`config.mk`:
```
export PLATFORM = sky130hd
export DESIGN_NAME = lsu_seq
export DESIGN_NICKNAME = d
export VERILOG_FILES = /design/src/rtl/lsu_seq.sv
export SDC_FILE = /design/constraint.sdc
export NUM_CORES = 1
export LEC_CHECK = 0
export ABC_AREA = 1
export CAP_MARGIN = 20
export CELL_PAD_IN_SITES_DETAIL_PLACEMENT = 0
export CELL_PAD_IN_SITES_GLOBAL_PLACEMENT = 1
export CORE_ASPECT_RATIO = 0.6
export CORE_UTILIZATION = 32
export CTS_BUF_LIST = sky130_fd_sc_hd__clkbuf_2 sky130_fd_sc_hd__clkbuf_4 sky130_fd_sc_hd__clkbuf_8
export DETAILED_ROUTE_END_ITERATION = 12
export PLACE_DENSITY = 0.89
export SYNTH_ARGS = -nofsm -noshare
export SYNTH_HDL_FRONTEND = slang
export SYNTH_SLANG_ARGS = --single-unit
```
`constraint.sdc`:
```
create_clock -name clk -period 5 [get_ports clk]
set_input_delay 1 -clock clk [delete_from_list [all_inputs] [get_ports clk]]
set_output_delay 1 -clock clk [all_outputs]
set_load 0.05 [all_outputs]
```
`src/rtl/lsu_seq.sv`:
```
// lsu_seq: runs one data-memory transaction per load/store instruction, aligning
// store data/strobes, extending load data and pulsing mem_finish on completion.
module lsu_seq #(
    parameter int ADDR_W = 64,
    parameter int XLEN   = 64
) (
    input  logic              clk,
    input  logic              rst,
    input  logic              inst_update,
    input  logic              data_ram_en,
    input  logic              data_ram_wen,
    input  logic [6:0]        l_choose,
    input  logic [7:0]        wmask,
    input  logic [ADDR_W-1:0] addr,
    input  logic [XLEN-1:0]   wdata,
    output logic              req_valid,
    input  logic              req_ready,
    output logic              req_wen,
    output logic [ADDR_W-1:0] req_addr,
    output logic [XLEN-1:0]   req_wdata,
    output logic [7:0]        req_wstrb,
    input  logic              resp_valid,
    input  logic [XLEN-1:0]   resp_rdata,
    output logic              resp_ready,
    output logic              mem_finish,
    output logic [XLEN-1:0]   load_data,
    output logic              mem_err
);
    typedef enum logic [2:0] {IDLE, REQ, RESP, DONE, ERR} state_t;
    state_t            state_q;
    logic [ADDR_W-1:0] addr_q;
    logic [XLEN-1:0]   wdata_q, load_q, sh, ext;
    logic [7:0]        wstrb_q;
    logic [6:0]        lch_q;
    logic [2:0]        off_q;
    logic              wen_q, start, misal;
    logic [3:0]        size;
    assign start = inst_update & (data_ram_en | data_ram_wen);
    assign size  = data_ram_wen ? 4'($countones(wmask))
                 : l_choose[0] ? 4'd8
                 : |l_choose[2:1] ? 4'd4
                 : |l_choose[4:3] ? 4'd2 : 4'd1;
    assign misal = ({2'b00, addr[2:0]} + {1'b0, size}) > 5'd8;
    assign sh    = resp_rdata >> {off_q, 3'b000};
    assign ext   = lch_q[0] ? sh
                 : lch_q[1] ? {{(XLEN-32){sh[31]}}, sh[31:0]}
                 : lch_q[2] ? {{(XLEN-32){1'b0}}, sh[31:0]}
                 : lch_q[3] ? {{(XLEN-16){sh[15]}}, sh[15:0]}
                 : lch_q[4] ? {{(XLEN-16){1'b0}}, sh[15:0]}
                 : lch_q[5] ? {{(XLEN-8){sh[7]}}, sh[7:0]}
                 : lch_q[6] ? {{(XLEN-8){1'b0}}, sh[7:0]} : sh;
    always_ff @(posedge clk) begin
        if (rst) begin
            state_q <= IDLE;
            addr_q  <= '0;
            wdata_q <= '0;
            wstrb_q <= '0;
            load_q  <= '0;
            lch_q   <= '0;
            off_q   <= '0;
            wen_q   <= 1'b0;
        end else begin
            case (state_q)
                IDLE: if (start) begin
                    addr_q  <= {addr[ADDR_W-1:3], 3'b000};
                    wdata_q <= wdata << {addr[2:0], 3'b000};
                    wstrb_q <= data_ram_wen ? wmask << addr[2:0] : 8'h00;
                    lch_q   <= l_choose;
                    off_q   <= addr[2:0];
                    wen_q   <= data_ram_wen;
                    state_q <= misal ? ERR : REQ;
                end
                REQ:  if (req_ready) state_q <= RESP;
                RESP: if (resp_valid) begin
                    state_q <= DONE;
                    if (!wen_q) load_q <= ext;
                end
                default: state_q <= IDLE;
            endcase
        end
    end
    // req_valid drops in the reset cycle itself so an aborted request is never handshaken
    assign req_valid  = (state_q == REQ) & ~rst;
    assign req_wen    = wen_q;
    assign req_addr   = addr_q;
    assign req_wdata  = wdata_q;
    assign req_wstrb  = wstrb_q;
    assign resp_ready = state_q == RESP;
    assign load_data  = load_q;
    assign mem_err    = state_q == ERR;
    assign mem_finish = (state_q == DONE) | (state_q == ERR)
                      | ((state_q == IDLE) & inst_update & ~data_ram_en & ~data_ram_wen & ~rst);
endmodule

```
==> results of run 1 <==
==> layout make-up <==
class	count	area share (%)
timing repair buffer	440	25.10
antenna	1	0.01447
clock buffer	59	4.406
clock inverter	6	0.6439
multi-input combinational	1453	39.68
inverter	95	2.076
tap	504	3.646
sequential	211	24.43
==> report_power, final <==
part           leakage, µW  total, µW  switching (µW)  internal [µW]
Combinational      0.00515       3500            2440           1070
Clock             0.000454       1900             782           1120
Sequential         0.00172       2060             150           1910
==> final timing paths <==
check	startpoint	end	slack (ps)	cells after the start
hold reg to reg	load_data[43]$_SDFFE_PP0P_	load_data[43]$_SDFFE_PP0P_	460	2
setup / recovery	wmask[0]	state_q[0]$_SDFFE_PP0P_	240	20
hold / removal	load_data[43]$_SDFFE_PP0P_	load_data[43]$_SDFFE_PP0P_	460	2
setup reg to reg	off_q[2]$_SDFFE_PP0P_	load_data[58]$_SDFFE_PP0P_	1850	10
==> metal layers <==
layer	track usage (%)	up-vias	share of wire (%)
met5	0	-	0
met4	7.302	0	2.4
met3	8.712	70	11
met2	37.41	719	41
met1	36.80	6626	45
li1	-	6926	-
==> Yosys cell counts (17+ instances only) <==
library cell	n
nand2_1	604
nor2_1	237
dfxtp_1	211
o21ai_0	175
nand3_1	118
a21oi_1	112
inv_1	82
clkbuf_1	80
buf_2	47
a31oi_1	30
a22oi_1	28
mux2i_1	27
o211ai_1	24
nand4_1	17
==> cells by family after synthesis <==
logic type	count (synthesis)	synth area share (%)
XOR/XNOR	2	0.1447
flip-flops	211	34.89
other	1	0.03098
multiplexers	27	2.233
buffers and inverters	244	8.548
AO/OA/AOI/OAI	407	19.20
adder cells (fa/ha/maj)	11	1.447
AND/OR/NAND/NOR	1003	33.50
==> worst max-delay path: cells and delay by family <==
kind / cells / cell delay [ps]
adders and majority gates: 6 / 2710
and+or+nand+nor: 8 / 600
AOI/OAI and AO/OA: 3 / 330
buffers and inverters: 3 / 580
==> metrics by stage <==
step	util (%)	hold slack, ps	TNS, ps	area [µm²]	total power (µW)
detailed placement	44.57	456.6	-529.8	16410	5508
global route	46.97	486.6	0	17300	7872
finish	46.97	464.3	0	17300	7465
global placement	44.57	453.9	-471.5	16410	5497
floorplan	-	464.4	0	12110	4333
CTS	46.95	466.8	0	17290	7448
==> flip-flops by register name, indices dropped and copies added (netlist names) <==
register and cells:
lch_q 7, load_data 64, off_q 3, req_addr 61
req_wdata 64, req_wen 1, req_wstrb 8, state_q 3
==> impl_metrics.ini, run 1 <==
[finish]
finalNonFillerCells = 2769
fillers = 3692
synthToLayoutAreaGrowth_pct = 42.87
drive_gt1_share_pct = 5.521
final_common_cell = nand2_1
regArea_um2 = 4225
nNetsFinal = 2463
final_cell_mix = nand2_1 (604), clkdlybuf4s50_1 (412), nor2_1 (236)
multiInputGateArea_um2 = 6863

[synthesis]
yosysUniqueCellTypes = 44
ys_ff_latch = 211
yosysWarnings = 0
synth_top_cell_by_area = dfxtp_1
synth-main-ff-cell = dfxtp_1
synth.top_cell.area_share_pct = 34.89
netlist_area_um2 = 12110
ys_async_sr_fraction_pct = 0
yosysSeqAreaShare_pct = 34.89
syn_area_per_cell_um2 = 6.351
synth_edf_count = 0
yosys-top-cells-area = dfxtp_1 (35%), nand2_1 (19%), nor2_1 (7.3%)
syn_inst = 1906

[floorplan]
die_y_um = 152.7
dieArea_um2 = 38640
core_area_um2 = 36820
initial_core_util_pct = 32.87
die_w_um = 253.1
rows = 54
ios = 419

[clocking]
cts_tree = yes
post-cts-setup-buffer-count = 0
clock_latency_ps = 550
clk_pin_slew_worst_paths_ps = 70
cts_htree_levels = 2
postCtsResizedCells = 0
cts_hold_buf = 0
numCtsBuffers = 37
cts-root-buf = clkbuf_8
cts_buffer_depth = 3
cts_sinks = 211

[placed_design]
routabilityCongestion = 1.034
dp_slack_ps = -343.2
portBuffers = 415
post-dp-hpwl_um = 38040
dp.cells = 2703

[timing]
period_share_pct = 95.26
min_period_ps = 4763
final_max_slew_viol_count = 0
hold_violations = 0
maxSlewHeadroom_pct = 29.39
fin_ws_ps = 237.2
fin_skew_ps = 39.01
clock.fmax_mhz = 210.0
rsz0062_at_grt = false
setup_viol = 0
tightest_slew_ps = 1058

[worst_hold_path]
hp-class = reg -> reg

[routing]
drc = 0
wl_per_cell_um = 19.05
drtPass1Iterations = 5
vias = 14341
drt_iter0_markers = 1689
via_per_inst = 5.179
ant_nets = 0
wirelength_um = 52760

[power_and_ir_drop]
p_leak_uw = 0.007326
vdd_drop_max_mv = 0.1771
power_density_nw_per_um2 = 431.6

[worst_setup_path]
path_cells = clkdlybuf4s50_1, inv_1, fa_1, fa_1, fa_1, inv_1, ha_1, fa_1, nand2_1, o21ai_2, fa_2, nor2_1, nand2_1, nand3_1, nand2_1, nand2_1, nand2_1, o21ai_0, a21oi_1, nor2_1
critPathKind = in -> reg
critPathLaunchType = primary input
slowest_stage = fa_1
arrival_ps = 5240
critPathMostFrequentCell = nand2_1
slowest_delay_ps = 560
crit_path_end_kind = register
crit_fanout = 2
cp.required_ps = 5480

[grt]
grt_max_degree = 105
grt_pass1_vias = 13086
grt_usage_pct = 26.11
grt_pass1_wl_um = 78650
antenna_found_initial = 1
grt_overflow = 0

[status]
status = finished clean

[run]
max_cap_viol_count = 0
(Power assumes the default switching activity.)
==> inputs of run 2 (changes only) <==
- CAP_MARGIN: 20 -> default
- SKIP_LAST_GASP: default -> 1
==> results of run 2 <==
No change in the layout: final DEF, timing and power equal those of run 1.
